`src/rtl/pwr_seq_ctrl.sv`:
```
// Supervised rail sequencer: staged VCORE->P1V8->P3V3->P1V1 bring-up, PG timeout/loss
// fault latching and reverse-order power-down, all outputs registered.
module pwr_seq_ctrl #(
  parameter int DLY_VCORE_MS  = 6,
  parameter int DLY_P1V8_MS   = 6,
  parameter int DLY_P3V3_MS   = 6,
  parameter int DLY_RST_MS    = 10,
  parameter int PG_TIMEOUT_MS = 50,
  parameter int OFF_DLY_MS    = 2,
  parameter int CW            = 11
) (
  input  logic       sys_clk,
  input  logic       sys_rst_n,
  input  logic       ms_tick,
  input  logic       pwr_req,
  input  logic       vcore_pwrgd,
  input  logic       p1v8_pwrgd,
  input  logic       p3v3_pwrgd,
  input  logic       p1v1_pwrgd,
  output logic       p1v8_en,
  output logic       p3v3_en,
  output logic       p1v1_en,
  output logic       rst_out_n,
  output logic       fault,
  output logic [2:0] fault_code,
  output logic [2:0] seq_state
);

  typedef enum logic [2:0] {
    S_OFF     = 3'd0,
    S_W_VCORE = 3'd1,
    S_W_P1V8  = 3'd2,
    S_W_P3V3  = 3'd3,
    S_W_P1V1  = 3'd4,
    S_ON      = 3'd5,
    S_PWRDN   = 3'd6,
    S_FAULT   = 3'd7
  } state_e;

  localparam logic [CW-1:0] DLY_VCORE = CW'(DLY_VCORE_MS);
  localparam logic [CW-1:0] DLY_P1V8  = CW'(DLY_P1V8_MS);
  localparam logic [CW-1:0] DLY_P3V3  = CW'(DLY_P3V3_MS);
  localparam logic [CW-1:0] DLY_RST   = CW'(DLY_RST_MS);
  localparam logic [CW-1:0] PG_TO     = CW'(PG_TIMEOUT_MS);
  localparam logic [CW-1:0] OFF_DLY   = CW'(OFF_DLY_MS);

  state_e          state_q, state_d, rail_next;
  logic            stable_q, stable_d;
  logic [CW-1:0]   cnt_q, cnt_d, cnt_inc, rail_dly;
  logic [1:0]      step_q, step_d, rail;
  logic [2:0]      code_q, code_d;
  logic [3:0]      outs_q, outs_d;
  logic            fault_q, fault_d;
  logic [3:0]      pg_vec, qual_mask, lost;
  logic            rail_pg;

  function automatic logic [1:0] lowest(input logic [3:0] v);
    if (v[0]) return 2'd0;
    if (v[1]) return 2'd1;
    if (v[2]) return 2'd2;
    return 2'd3;
  endfunction

  // Per-wait-state rail selection and the set of rails already qualified below it
  always_comb begin
    pg_vec    = {p1v1_pwrgd, p3v3_pwrgd, p1v8_pwrgd, vcore_pwrgd};
    cnt_inc   = (&cnt_q) ? cnt_q : cnt_q + 1'b1;
    rail      = state_q[1:0] - 2'd1;
    rail_pg   = pg_vec[rail];
    qual_mask = (4'b0001 << rail) - 4'b0001;
    lost      = ~pg_vec & qual_mask;
    rail_dly  = DLY_VCORE;
    rail_next = S_W_P1V8;
    case (rail)
      2'd0: begin rail_dly = DLY_VCORE; rail_next = S_W_P1V8; end
      2'd1: begin rail_dly = DLY_P1V8;  rail_next = S_W_P3V3; end
      2'd2: begin rail_dly = DLY_P3V3;  rail_next = S_W_P1V1; end
      default: begin rail_dly = DLY_RST; rail_next = S_ON; end
    endcase
  end

  always_comb begin
    state_d  = state_q;
    stable_d = stable_q;
    cnt_d    = cnt_q;
    step_d   = step_q;
    code_d   = code_q;
    case (state_q)
      S_OFF: begin
        if (pwr_req) begin
          state_d  = S_W_VCORE;
          stable_d = 1'b0;
          cnt_d    = '0;
          code_d   = 3'd0;
        end
      end
      S_W_VCORE, S_W_P1V8, S_W_P3V3, S_W_P1V1: begin
        if (|lost) begin
          state_d = S_FAULT;
          code_d  = {1'b1, lowest(lost)};
        end else if (!pwr_req) begin
          // Enter power-down at the step that drops the highest enable still set
          stable_d = 1'b0;
          cnt_d    = '0;
          case (state_q)
            S_W_VCORE: state_d = S_OFF;
            S_W_P1V8:  begin state_d = S_PWRDN; step_d = 2'd2; end
            S_W_P3V3:  begin state_d = S_PWRDN; step_d = 2'd1; end
            default:   begin state_d = S_PWRDN; step_d = 2'd0; end
          endcase
        end else if (!stable_q) begin
          if (rail_pg) begin
            stable_d = 1'b1;
            cnt_d    = '0;
          end else if (ms_tick) begin
            if (cnt_inc == PG_TO) begin
              state_d = S_FAULT;
              code_d  = {1'b0, rail};
            end else begin
              cnt_d = cnt_inc;
            end
          end
        end else begin
          if (!rail_pg) begin
            stable_d = 1'b0;
            cnt_d    = '0;
          end else if (ms_tick) begin
            if (cnt_inc == rail_dly) begin
              state_d  = rail_next;
              stable_d = 1'b0;
              cnt_d    = '0;
            end else begin
              cnt_d = cnt_inc;
            end
          end
        end
      end
      S_ON: begin
        if (|(~pg_vec)) begin
          state_d = S_FAULT;
          code_d  = {1'b1, lowest(~pg_vec)};
        end else if (!pwr_req) begin
          state_d = S_PWRDN;
          step_d  = 2'd0;
          cnt_d   = '0;
        end
      end
      S_PWRDN: begin
        if (ms_tick) begin
          if (cnt_inc == OFF_DLY) begin
            cnt_d = '0;
            if (step_q == 2'd2) state_d = S_OFF;
            else                step_d  = step_q + 2'd1;
          end else begin
            cnt_d = cnt_inc;
          end
        end
      end
      default: begin
        if (!pwr_req) state_d = S_OFF;
      end
    endcase
  end

  // Output decode of the next state so outputs change on the same edge as the state
  always_comb begin
    outs_d  = 4'b0000;
    fault_d = (state_d == S_FAULT);
    case (state_d)
      S_W_P1V8: outs_d = 4'b1000;
      S_W_P3V3: outs_d = 4'b1100;
      S_W_P1V1: outs_d = 4'b1110;
      S_ON:     outs_d = 4'b1111;
      S_PWRDN: begin
        case (step_d)
          2'd0:    outs_d = 4'b1100;
          2'd1:    outs_d = 4'b1000;
          default: outs_d = 4'b0000;
        endcase
      end
      default:  outs_d = 4'b0000;
    endcase
  end

  always_ff @(posedge sys_clk or negedge sys_rst_n) begin
    if (!sys_rst_n) begin
      state_q  <= S_OFF;
      stable_q <= 1'b0;
      cnt_q    <= '0;
      step_q   <= 2'd0;
      code_q   <= 3'd0;
      outs_q   <= 4'b0000;
      fault_q  <= 1'b0;
    end else begin
      state_q  <= state_d;
      stable_q <= stable_d;
      cnt_q    <= cnt_d;
      step_q   <= step_d;
      code_q   <= code_d;
      outs_q   <= outs_d;
      fault_q  <= fault_d;
    end
  end

  assign {p1v8_en, p3v3_en, p1v1_en, rst_out_n} = outs_q;
  assign fault      = fault_q;
  assign fault_code = code_q;
  assign seq_state  = state_q;

endmodule

```
`config.mk`:
```
export PLATFORM = sky130hd
export DESIGN_NAME = pwr_seq_ctrl
export DESIGN_NICKNAME = d
export VERILOG_FILES = /design/src/rtl/pwr_seq_ctrl.sv
export SDC_FILE = /design/constraint.sdc
export NUM_CORES = 1
export LEC_CHECK = 0
export CAP_MARGIN = 5
export CORE_UTILIZATION = 35
export CTS_CLUSTER_SIZE = 28
export DETAILED_ROUTE_END_ITERATION = 6
export DONT_BUFFER_PORTS = 1
export HOLD_SLACK_MARGIN = 0.12
export SYNTH_ARGS = -nofsm -noshare
export SYNTH_HDL_FRONTEND = slang
export SYNTH_SLANG_ARGS = --single-unit
```
`constraint.sdc`:
```
create_clock -name sys_clk -period 10.4 [get_ports sys_clk]
set_clock_uncertainty 0.2 [all_clocks]
set_input_delay 2.6 -clock sys_clk [delete_from_list [all_inputs] [get_ports sys_clk]]
set_output_delay 2.6 -clock sys_clk [all_outputs]
set_load 0.005 [all_outputs]
```
# [Word level (Yosys, flattened, before mapping)]
# Index checks and enable logic that the tools add are counted.
[classes] n_addsub=4 n_lt_le_gt_ge=1 n_eq_ne=33 shifts=1 mux=103 bitwise=2 reduce_logical=14
[op_table] cell="$mux W11" n=15
[op_table] cell="$mux W3" n=25
[op_table] cell="$pmux W11 S4" n=1
[op_table] cell="$mux W2" n=19
[op_table] cell="$mux W1" n=33
[op_table] cell="$eq A3 B3 Y1 const B" n=7
[op_table] cell="$pmux W4 S5" n=1
[op_table] cell="$pmux W3 S3" n=2
[op_table] cell="$ne A3 B3 Y1 const B" n=5
[op_table] cell="$ne A5 B5 Y1 const B" n=3
[op_table] cell="$eq A3 B2 Y1 const B" n=4
[op_table] cell="$ne A2 B2 Y1 const B" n=6
[op_table] cell="$pmux W2 S3" n=2
[op_table] cell="$pmux W3 S4" n=1
[op_table] cell="$reduce_or A4 Y1" n=3
[op_table] cell="$add A11 B1 Y11 const B" n=1
[op_table] cell="$eq A11 B11 Y1" n=1
[op_table] cell="$eq A11 B2 Y1 const B" n=1
[op_table] cell="$eq A11 B6 Y1 const B" n=1
[op_table] cell="$reduce_and A11 Y1" n=1
[op_table] cell="$reduce_and A9 Y1" n=1
[op_table] cell="$pmux W4 S2" n=1
[op_table] cell="$reduce_and A8 Y1" n=1
[op_table] cell="$and A4 B4 Y4" n=1
[op_table] cell="other kinds (19)" n=22
[word_totals] regBits=25 input_bits=8 out_inout_bits=11 word_cells=165

# [Depth between registers and ports, before layout]
[depth] word_depth=19 mapped_depth=13 depth_no_buf=11

# [Worst setup path after synthesis]
# Ideal clock, no wire load.
[synth_timing] kind="input-to-reg" startpoint="input vcore_pwrgd" endpoint="register outs_q[3]" setup_ns=0.125 arrival_time_ns=4.486 t_required_ns=10.075 setup_slack_ns=5.590 cell_stages=8 n_path_buf=0 path_cell_list="mux4_2 > nor3_1 > nand4_1 > a31oi_1 > nor3_1 > a221oi_4 > o21ai_0 > mux2_2"
[synth_via] elab_chain_cells=9 elab_cells_between_ends=25 classes_between="eq/ne (6); mux (14); bitwise (2); reduce/logical (3)"
[synth_lines] element="start: declaration" line_no="16" text="input logic vcore_pwrgd,"
[synth_lines] element="$bmux W1 S2" line_no="69" text="rail_pg = pg_vec[rail];"
[synth_lines] element="$mux W1 (implied by the code)" line_no="69"
[synth_lines] element="$mux W3 (on tied branches)" line_no="112, 124"
[synth_lines] element="$mux W3" line_no="111" text="end else if (!stable_q) begin"
[synth_lines] element="$mux W3" line_no="101" text="end else if (!pwr_req) begin"
[synth_lines] element="$mux W3" line_no="98" text="if (|lost) begin"
[synth_lines] element="$pmux W3 S4 *" line_no="88" text="case (state_q)"
[synth_lines] element="net state_d[1]" line_no="47" text="state_e state_q, state_d, rail_next;"
[synth_lines] element="$eq A3 B3 Y1 / $eq A3 B2 Y1 (equally long branches)" line_no="169" text="case (state_d)"
[synth_lines] element="$pmux W4 S5 *" line_no="169"
[synth_lines] element="net outs_d[3]" line_no="52" text="logic [3:0] outs_q, outs_d;"
[synth_lines] element="end signal: assignment" line_no="200" text="outs_q <= outs_d;"
[synth_lines] element="end: declaration" line_no="52"
# The timed path passes the listed nets; every way through them passes the cells marked *. The select of a mux whose other input is x is not followed.
# A chain may end at the register's enable or synchronous reset.

# [Final worst setup path]
[layout_timing] startpoint="input vcore_pwrgd" endpoint="register cnt_q[1]"
[layout_via] elab_chain_cells=7 elab_cells_between_ends=18 classes_between="eq/ne (5); mux (8); bitwise (2); reduce/logical (3)"
[layout_lines] element="$bmux W1 S2" line_no="69"
[layout_lines] element="$mux W1 (implied by the code)" line_no="69"
[layout_lines] element="$mux W11 (on tied branches)" line_no="112, 124"
[layout_lines] element="$mux W11" line_no="111"
[layout_lines] element="$mux W11" line_no="101"
[layout_lines] element="$mux W11" line_no="98"
[layout_lines] element="$pmux W11 S4" line_no="88"
[layout_lines] element="end signal: assignment" line_no="197" text="cnt_q <= cnt_d;"
[layout_lines] element="end: declaration" line_no="49" text="logic [CW-1:0] cnt_q, cnt_d, cnt_inc, rail_dly;"
# Parallel ways exist; a longest one is shown, timed or not. The select of a mux whose other input is x is not followed.

==> results.yml <==
outcome:
  status: "finished, final reports clean"
global_route:
  antenna_found_initial: 0
  grt_max_degree: 26
  grt_pass1_wl_um: 9360
  grt_usage_pct: 18.1
  grt_pass1_vias: 1976
  grt-ovfl-total: 0
worst_setup_path:
  worstSetupPathType: "in -> reg"
  cpLargestDelayFamily: "compound AO/OA/AOI/OAI gates"
  cpMostUsedCell: "nor2_1"
  cp_max_fo: 16
  slowest_stage: "mux4_2"
  required_ns: 10.37
  crit_buf_inv: 1
  cp_data_arrival_time_ns: 4.74
  end_kind: "flop"
  crit_chain: "mux4_2 > and2_1 > nor2_1 > o21a_1 > nor2_1 > a211o_1 > inv_1 > o21ai_0 > a32o_1"
  cpPeakStageDelay_ns: 0.53
  cp-start-kind: "primary input"
logic_synthesis:
  synth.yosys.seq_area_share_pct: 27.4
  yosys_register_bits: 25
  synth_edf_count: 0
  synth_top_area_share_pct: 27.4
  ys.flop_type: "dfrtp_1"
  synth_area_mm2: 0.00228
  synth_area_leaders: "dfrtp_1 27%, nor2_1 6.1%, ha_1 4.9%"
  synthArstFlopShare_pct: 100
  synth.avg_cell_area_um2: 8.17
  synth.net_count: 296
  yosysUniqueCellTypes: 68
  netlist_instances: 279
  ys_warn_count: 0
  yosys.area.top_type: "dfrtp_1"
finish:
  areaGrowthSynthToFinish_pct: 3.24
  drive_gt1_share_pct: 8.65
  final_cell_mix: "37 x nor2_1, 25 x dfrtp_1, 21 x nand2_1"
  multiInputGateArea_mm2: 0.00154
  regArea_um2: 626
  layout_commonest_cell: "nor2_1"
  antennaDiodeCount: 0
  nNetsFinal: 284
  fill_cells: 667
  fin_cells: 343
  fin_area_mm2: 0.00235
min_path:
  min_path_type: "reg -> reg"
power_and_ir_drop:
  p_leak_nw: 0.935
  powerDensity_mw_per_mm2: 306
  ir_worst_vdd_mv: 0.196
sta:
  period_minus_slack_ns: 4.77
  worst_pin_slew_ns: 0.616
  rsz0062_at_grt: "no"
  setup_viol: 0
  max_freq_ghz: 0.210
  max-slew-margin-rel_pct: 58.6
  fin_tns_setup_ns: 0
  slew_violations: 0
  finalCritPeriodShare_pct: 45.9
  hold_violations: 0
placed_design:
  hpwl_um: 4330
  place_congestion: 0.907
  port_buffers: 0
  dpl_cell_area_mm2: 0.00231
  dp_cells: 339
run:
  maxCapViolCount: 0
floorplan:
  die_h_um: 82.7
  die_area_mm2: 0.00684
  row_count: 29
  initial_core_util_pct: 36.1
  die_w_um: 82.7
  ioPinCount: 19
  coreArea_mm2: 0.00631
clock_tree:
  cts_resized: 0
  h-tree-depth: 1
  cts_tree: "done"
  cts_root_buf: "clkbuf_8"
  clock-sinks: 25
  clkTransAtPathRegs_ns: 0.10
  hold_buffers: 0
  clock_latency_ns: 0.28
  cts_buffer_depth: 2
  postCtsSetupRepairBufs: 0
  cts_buffers: 3
route:
  num_vias: 2153
  via_per_inst: 6.28
  drtAntennaViolNets: 0
  drt-initial-drc-count: 291
  wl_per_cell_um: 17.0
  drc: 0
  detail_route.first_pass.iterations: 5
  wl_um: 5820
[path summary, 6_finish.rpt]
kind	from	endpoint	slack, ns	cells after the start
setup / recovery	vcore_pwrgd	cnt_q[1]	5.63	9
hold / removal	fault_code[1]	fault_code[1]	0.38	2
setup reg to reg	cnt_q[0]	outs_q[3]	6.58	10
hold reg to reg	fault_code[1]	fault_code[1]	0.38	2
max in group asynchronous	sys_rst_n	cnt_q[4]	8.12	0
min in group asynchronous	sys_rst_n	fault_code[1]	1.80	0
[worst min-delay path, delay by kind of cell, from the launching register on]
family | cells | cell delay [ns]
flops | 1 | 0.37
compound gates | 1 | 0.12
simple gates | 1 | 0.05
[synthesized netlist by cell type (3+ instances only)]
master,number
ha_1,9
a21oi_1,14
o31ai_1,3
o22a_1,5
nor2b_1,4
nand2_1,21
a32oi_1,3
o21a_1,3
dfrtp_1,25
clkbuf_1,12
nor2_1,37
nand4_1,7
a21o_1,3
inv_1,13
o22ai_1,3
nand3_1,13
buf_2,4
a31oi_1,8
o21ai_0,16
and3_1,5
nor3_1,9
[stage by stage]
| step | worst slack (ns) | hold WS [ns] | total power (W) | utilization (%) |
|---|---|---|---|---|
| after floorplan | 5.59 | 0.319 | 0.000552 | - |
| after global placement | 5.40 | 0.351 | 0.000651 | 36.5 |
| after detailed placement | 5.34 | 0.361 | 0.000654 | 36.5 |
| after CTS | 5.63 | 0.382 | 0.000718 | 37.3 |
| after global routing | 5.49 | 0.434 | 0.000789 | 37.3 |
| final | 5.63 | 0.377 | 0.000720 | 37.3 |
[power by group]
| group | switching (W) | total [W] | internal [W] |
|---|---|---|---|
| registers | 0.0000385 | 0.000168 | 0.000129 |
| clock network | 0.0000338 | 0.0000607 | 0.0000269 |
| logic | 0.000309 | 0.000492 | 0.000183 |
[routing by layer]
metal | vias up | global-route usage, % | part of all wire [%]
met4 | 0 | 6.21 | 1.5
met1 | 1031 | 25.1 | 46
li1 | 1034 | - | -
met2 | 79 | 28.0 | 45
met5 | - | 0 | 0
met3 | 9 | 3.08 | 7.1
[flip-flops by register name, summed over array words and instances (netlist names)]
name and cells:
fault 1, cnt_q 11, step_q 2, fault_code 3, outs_q 4, seq_state 3, stable_q 1
[kinds of logic (layout without fill, tap and decap cells)]
family | after synthesis | count (layout) | synth area share [%]
buffers and inverters | 30 | 17 | 5.16
xor gates and xnor gates | 3 | 3 | 1.15
DFF | 25 | 25 | 27.4
adders and majority gates | 9 | 9 | 4.94
muxes | 6 | 6 | 3.84
AOI/OAI and AO/OA | 88 | 88 | 31.0
and+or+nand+nor | 118 | 118 | 26.5
[area by class of cell]
| class | count | share of cell area, % |
|---|---|---|
| Clock inverter | 1 | 0.213 |
| Inverter | 13 | 2.07 |
| Tap cell | 77 | 4.09 |
| Multi-Input combinational cell | 224 | 65.3 |
| Sequential cell | 25 | 26.6 |
| Clock buffer | 3 | 1.75 |
Note: power is estimated with default switching activity, not from simulation.
